<file path="src/rtl/enveloped_square_osc.sv">
`default_nettype none
// +----------------------------------------------------------------------------+
// | Module   : enveloped_square_osc                                            |
// | Purpose  : Gated square-wave tone with linear attack/release envelope.     |
// | Revision : 1.0                                                             |
// +----------------------------------------------------------------------------+
module enveloped_square_osc #(
    parameter int WIDTH     = 32,
    parameter int CNT_W     = 20,
    parameter int AMPLITUDE = 10_000_000,
    parameter int RAMP_STEP = 10_000,
    parameter int RAMP_DIV  = 500
) (
    input  logic                    CLOCK_50,
    input  logic                    reset_n,
    input  logic                    gate,
    input  logic [CNT_W-1:0]        half_wav,
    output logic signed [WIDTH-1:0] out,
    output logic                    active,
    output logic                    phase_edge
);

    typedef enum logic [1:0] {
        S_IDLE    = 2'd0,
        S_ATTACK  = 2'd1,
        S_SUSTAIN = 2'd2,
        S_RELEASE = 2'd3
    } state_t;

    localparam int PS_W = (RAMP_DIV > 1) ? $clog2(RAMP_DIV) : 1;
    localparam logic [WIDTH-1:0] c_amp     = WIDTH'(AMPLITUDE);
    localparam logic [WIDTH-1:0] c_step    = WIDTH'(RAMP_STEP);
    localparam logic [PS_W-1:0]  c_ps_last = PS_W'(RAMP_DIV - 1);

    state_t             r_state;
    state_t             w_state_next;
    logic [WIDTH-2:0]   r_env;
    logic [WIDTH-2:0]   w_env_next;
    logic [CNT_W-1:0]   r_count;
    logic [CNT_W-1:0]   r_hw_lat;
    logic               r_phase;
    logic [PS_W-1:0]    r_prescaler;
    logic               w_tick;
    logic               w_wrap;
    logic [WIDTH-1:0]   w_env_wide;
    logic [WIDTH-1:0]   w_env_sum;
    logic [WIDTH-1:0]   w_env_up;
    logic [WIDTH-1:0]   w_env_down;

    // Ramp arithmetic is one bit wider than env so saturation never wraps.
    always_comb begin
        w_tick     = (r_state != S_IDLE) && (r_prescaler == c_ps_last);
        w_wrap     = (r_count == r_hw_lat);
        w_env_wide = {1'b0, r_env};
        w_env_sum  = w_env_wide + c_step;
        w_env_up   = (w_env_sum >= c_amp) ? c_amp : w_env_sum;
        w_env_down = (w_env_wide <= c_step) ? '0 : (w_env_wide - c_step);

        w_env_next = r_env;
        case (r_state)
            S_ATTACK:  if (w_tick) w_env_next = w_env_up[WIDTH-2:0];
            S_RELEASE: if (w_tick) w_env_next = w_env_down[WIDTH-2:0];
            default:   w_env_next = r_env;
        endcase

        w_state_next = r_state;
        case (r_state)
            S_IDLE: begin
                if (gate) w_state_next = S_ATTACK;
            end
            S_ATTACK: begin
                if (!gate)
                    w_state_next = S_RELEASE;
                else if (w_tick && (w_env_up == c_amp))
                    w_state_next = S_SUSTAIN;
            end
            S_SUSTAIN: begin
                if (!gate) w_state_next = S_RELEASE;
            end
            S_RELEASE: begin
                if (gate)
                    w_state_next = S_ATTACK;
                else if (w_tick && (w_env_down == '0))
                    w_state_next = S_IDLE;
            end
            default: w_state_next = S_IDLE;
        endcase
    end

    always_ff @(posedge CLOCK_50 or negedge reset_n) begin
        if (!reset_n) begin
            r_state <= S_IDLE;
        end else begin
            r_state <= w_state_next;
        end
    end

    always_ff @(posedge CLOCK_50 or negedge reset_n) begin
        if (!reset_n) begin
            r_env       <= '0;
            r_count     <= '0;
            r_hw_lat    <= '0;
            r_phase     <= 1'b0;
            r_prescaler <= '0;
            out         <= '0;
            active      <= 1'b0;
            phase_edge  <= 1'b0;
        end else begin
            r_env  <= w_env_next;
            out    <= (r_state == S_IDLE) ? '0 : (r_phase ? w_env_wide : -w_env_wide);
            active <= (w_state_next != S_IDLE);
            if (r_state == S_IDLE) begin
                // Idle parks the oscillator so every tone starts at phase 0.
                r_count     <= '0;
                r_phase     <= 1'b0;
                r_prescaler <= '0;
                phase_edge  <= 1'b0;
                if (gate) r_hw_lat <= half_wav;
            end else begin
                r_prescaler <= w_tick ? '0 : (r_prescaler + 1'b1);
                if (w_wrap) begin
                    r_count    <= '0;
                    r_phase    <= ~r_phase;
                    phase_edge <= 1'b1;
                    r_hw_lat   <= half_wav;
                end else begin
                    r_count    <= r_count + 1'b1;
                    phase_edge <= 1'b0;
                end
            end
        end
    end

endmodule
`default_nettype wire

</file>
<file path="config.mk">
export PLATFORM = sky130hd
export DESIGN_NAME = enveloped_square_osc
export DESIGN_NICKNAME = d
export VERILOG_FILES = /design/src/rtl/enveloped_square_osc.sv
export SDC_FILE = /design/constraint.sdc
export NUM_CORES = 1
export LEC_CHECK = 0
export ABC_CLOCK_PERIOD_IN_PS = 3250
export CORE_MARGIN = 2
export CORE_UTILIZATION = 31
export CTS_CLUSTER_SIZE = 16
export DETAILED_ROUTE_END_ITERATION = 7
export GPL_TIMING_DRIVEN = 0
export PLACE_DENSITY = 0.53
export SLEW_MARGIN = 10
export SYNTH_ARGS = -nofsm -noshare
export SYNTH_HDL_FRONTEND = slang
export SYNTH_SLANG_ARGS = --single-unit
</file>
<file path="constraint.sdc">
create_clock -name CLOCK_50 -period 3.25 [get_ports CLOCK_50]
set_input_delay 0.4875 -clock CLOCK_50 [delete_from_list [all_inputs] [get_ports CLOCK_50]]
set_output_delay 0.4875 -clock CLOCK_50 [all_outputs]
set_load 0.01 [all_outputs]
</file>
==> flow_metrics.py <==
metrics = {
    "global_routing": {
        "overflow": 0,
        "grt_pass1_wl_mm": 36.36,
        "grt_util_all_layers": 0.1927,
        "grt_pass1_vias": 6358,
        "antenna_found_initial": 0,
        "grt_start_max_net_pins": 88,
    },
    "drt": {
        "maxUsedRoutingLayer": "met4",
        "viasPerCell": 5.434,
        "drcViolationCount": 0,
        "wl_met3_mm": 1.682,
        "met2RoutedLength_mm": 10.56,
        "vias": 6717,
        "wl_mm": 23.43,
        "drt_pass1_iterations": 5,
        "routedWlPerCell_um": 18.96,
        "wl_met1_mm": 10.68,
        "drt_iter0_drc": 754,
        "ant_nets": 0,
    },
    "power_and_ir_drop": {
        "vdd_drop_max_mv": 0.4063,
        "powerDensity_mw_per_mm2": 430.0,
        "p_leak_uw": 0.003733,
    },
    "critical_path": {
        "cp.arrival_ns": 3.47,
        "cp_max_fo": 10,
        "critPathLaunchType": "flop",
        "critical-path-slowest-cell": "o41ai_1",
        "reg2reg_slack_ns": 0.03,
        "rr_startpoint": "r_env[10]",
        "rr_endpoint": "r_env[24]",
        "end_kind": "flop",
        "path_class": "reg2reg",
        "cpPeakStageDelay_ns": 0.56,
        "ff2ff_path_depth": 8,
        "cp.required_ns": 3.50,
        "cp_cell_sequence": "clkbuf_1 -> and4_1 -> a21oi_2 -> a41oi_1 -> and4bb_4 -> or2b_4 -> buf_4 -> o41ai_1",
    },
    "synthesis": {
        "synth_enable_flop_cells": 0,
        "ys_top_cells_by_count": "dfrtp_1, nor2_1, xnor2_1, a21oi_1, o21ai_0",
        "yosys.area.top_type": "dfrtp_1",
        "synth.most_common_cell": "dfrtp_1",
        "ys_ff_latch": 117,
        "ys_types": 74,
        "synthesis.nets": 852,
        "synth.avg_cell_area_um2": 8.866,
        "synth_cells": 822,
        "netlist_area_mm2": 0.007288,
        "ys_async_sr_fraction": 1.000,
        "synthTopCellsByArea": "dfrtp_1, xnor2_1, nor2_1, xor2_1, a21oi_1",
        "yosysSeqAreaShare": 0.4017,
        "synth_flop_cell": "dfrtp_1",
        "yosysWarnings": 0,
        "yosysTopAreaCellShare": 0.4017,
    },
    "run_status": {
        "status": "finished clean",
    },
    "timing": {
        "clock_skew_ns": 0.01279,
        "fmax_mhz": 310.6,
        "setup_violations": 0,
        "slew_headroom": 0.5173,
        "hold_viol": 0,
        "worst_pin_slew_ns": 0.7181,
        "rsz0062_at_grt": "false",
        "fin_crit_sh": 0.9907,
        "fin_crit_ns": 3.220,
        "slew_viol_final": 0,
    },
    "place": {
        "port_buffers": 56,
        "gp_congestion": 0.9558,
        "dp_hpwl_mm": 17.14,
        "dp_cells": 1198,
    },
    "min_path": {
        "min_to": "r_prescaler[0]",
        "hold_depth": 1,
        "min_from": "r_prescaler[0]",
        "hold_path.class": "reg2reg",
    },
    "floorplan": {
        "die_width_um": 157.3,
        "pin_count": 57,
        "die_h_um": 157.3,
        "coreArea_mm2": 0.02326,
        "initial_core_util": 0.3133,
        "fp-row-count": 56,
        "dieArea_mm2": 0.02475,
    },
    "clock_tree": {
        "cts.sinks": 117,
        "cts.reportedPaths.clkPinSlew_ns": 0.06,
        "cts-root-buf": "clkbuf_16",
        "clk-insertion-delay-late_ns": 0.42,
        "cts_tree": "yes",
        "cts_max_level": 4,
        "clockBufferDepth": 2,
        "cts_inserted_buffers": 17,
    },
    "flow_run": {
        "drv_cap": 0,
    },
    "cells_and_area": {
        "nets": 934,
        "drive_gt1_frac": 0.1494,
        "antenna_cells": 0,
        "instances_no_fill": 1236,
        "post-route-util": 0.3948,
        "syn_to_final_growth_pct": 26.03,
    },
}
==> where the power goes <==
part	internal [µW]	total (µW)	switching [µW]	leakage (µW)
registers	1570	1690	127	0.00154
logic	182	364	181	0.00191
clock network	1150	1890	739	0.000280
==> metal layers <==
metal	vias up	track usage
met5	-	0.004141
met3	43	0.03662
met2	285	0.3015
li1	3136	-
met1	3253	0.2679
met4	0	0.06104
==> critical path: cells and delay by family (launching register included) <==
family,cells,cell delay (ns)
simple gates,3,1.10
compound gates,3,1.00
buf+inv,2,0.63
flops,1,0.32
==> repair_timing <==
action / CTS / global route
endpoints found under the hold margin: 30 / 0
buffers inserted: 0 / 7
gates resized for setup: 26 / 36
pin swaps: 2 / 7
hold buffers: 1 / 0
setup endpoints to repair: 39 / 33
==> final cells by class <==
type,count,area (µm²)
fillers,2410,14080
multi-input cells,617,4227
flip-flops and latches,117,2929
repair buffers,65,651.9
clock buffers,18,439.2
well taps,319,399.1
plain buffers,69,326.6
clock inverters,14,148.9
inverters,17,63.81
==> sequential cells by signal (all words and copies together) (netlist names) <==
signal / count
active: 1
out: 32
phase_edge: 1
r_count: 20
r_env: 31
r_hw_lat: 20
r_phase: 1
r_prescaler: 9
r_state: 2
==> cells in the final DEF, fill, tap and decap left out, types with 8 or more instances in the layout <==
cell	count
o31ai_1	8
or3_1	16
or4_1	8
a211oi_1	9
a21oi_1	45
dfrtp_1	116
clkbuf_1	37
xor2_1	31
nor2_1	99
clkbuf_16	17
inv_1	15
mux2_2	20
and2_1	10
nor3_1	18
o21ai_0	46
nor4_1	11
clkdlybuf4s50_1	55
xnor2_1	52
nand2_1	44
nand4_1	15
buf_1	12
buf_4	11
and3_1	11
a31oi_1	10
nand3_1	22
==> through the flow <==
stage	instance area, µm²	TNS, ns	hold slack, ns	power [µW]	setup WS (ns)
floorplan	7288	0	0.1919	1936	0.3302
global placement	8248	-366.91	0.4787	2071	-3.056
detailed placement	8277	-11.28	0.3936	2082	-0.5800
CTS	8992	0	0.5049	3992	0.0002940
global route	9185	0	0.5218	4133	0.01718
finish	9185	0	0.4941	3949	0.03013
==> logic make-up (layout without fill, tap and decap cells) <==
| logic type | count (synthesis) | in the layout | synth area share |
|---|---|---|---|
| simple gates | 314 | 314 | 0.2282 |
| xor+xnor | 85 | 85 | 0.1021 |
| buf+inv | 88 | 183 | 0.05099 |
| compound gates | 190 | 190 | 0.1727 |
| fa+ha+maj | 7 | 7 | 0.01202 |
| flops | 117 | 117 | 0.4017 |
| mux | 21 | 21 | 0.03228 |
==> worst max-delay path by stage <==
stage               cells after the start      start  slack, ns             end
global route                           12   r_env[5]       0.02       r_env[20]
CTS                                    13   r_env[4]     0.0003       r_env[23]
floorplan                              13   r_env[4]       0.33       r_env[23]
detailed placement                     13   r_env[4]      -0.58       r_env[23]
global placement                        1    reset_n      -3.06  r_prescaler[6]
finish                                  8  r_env[10]       0.03       r_env[24]
No activity file was read; power rests on OpenSTA's default activity.
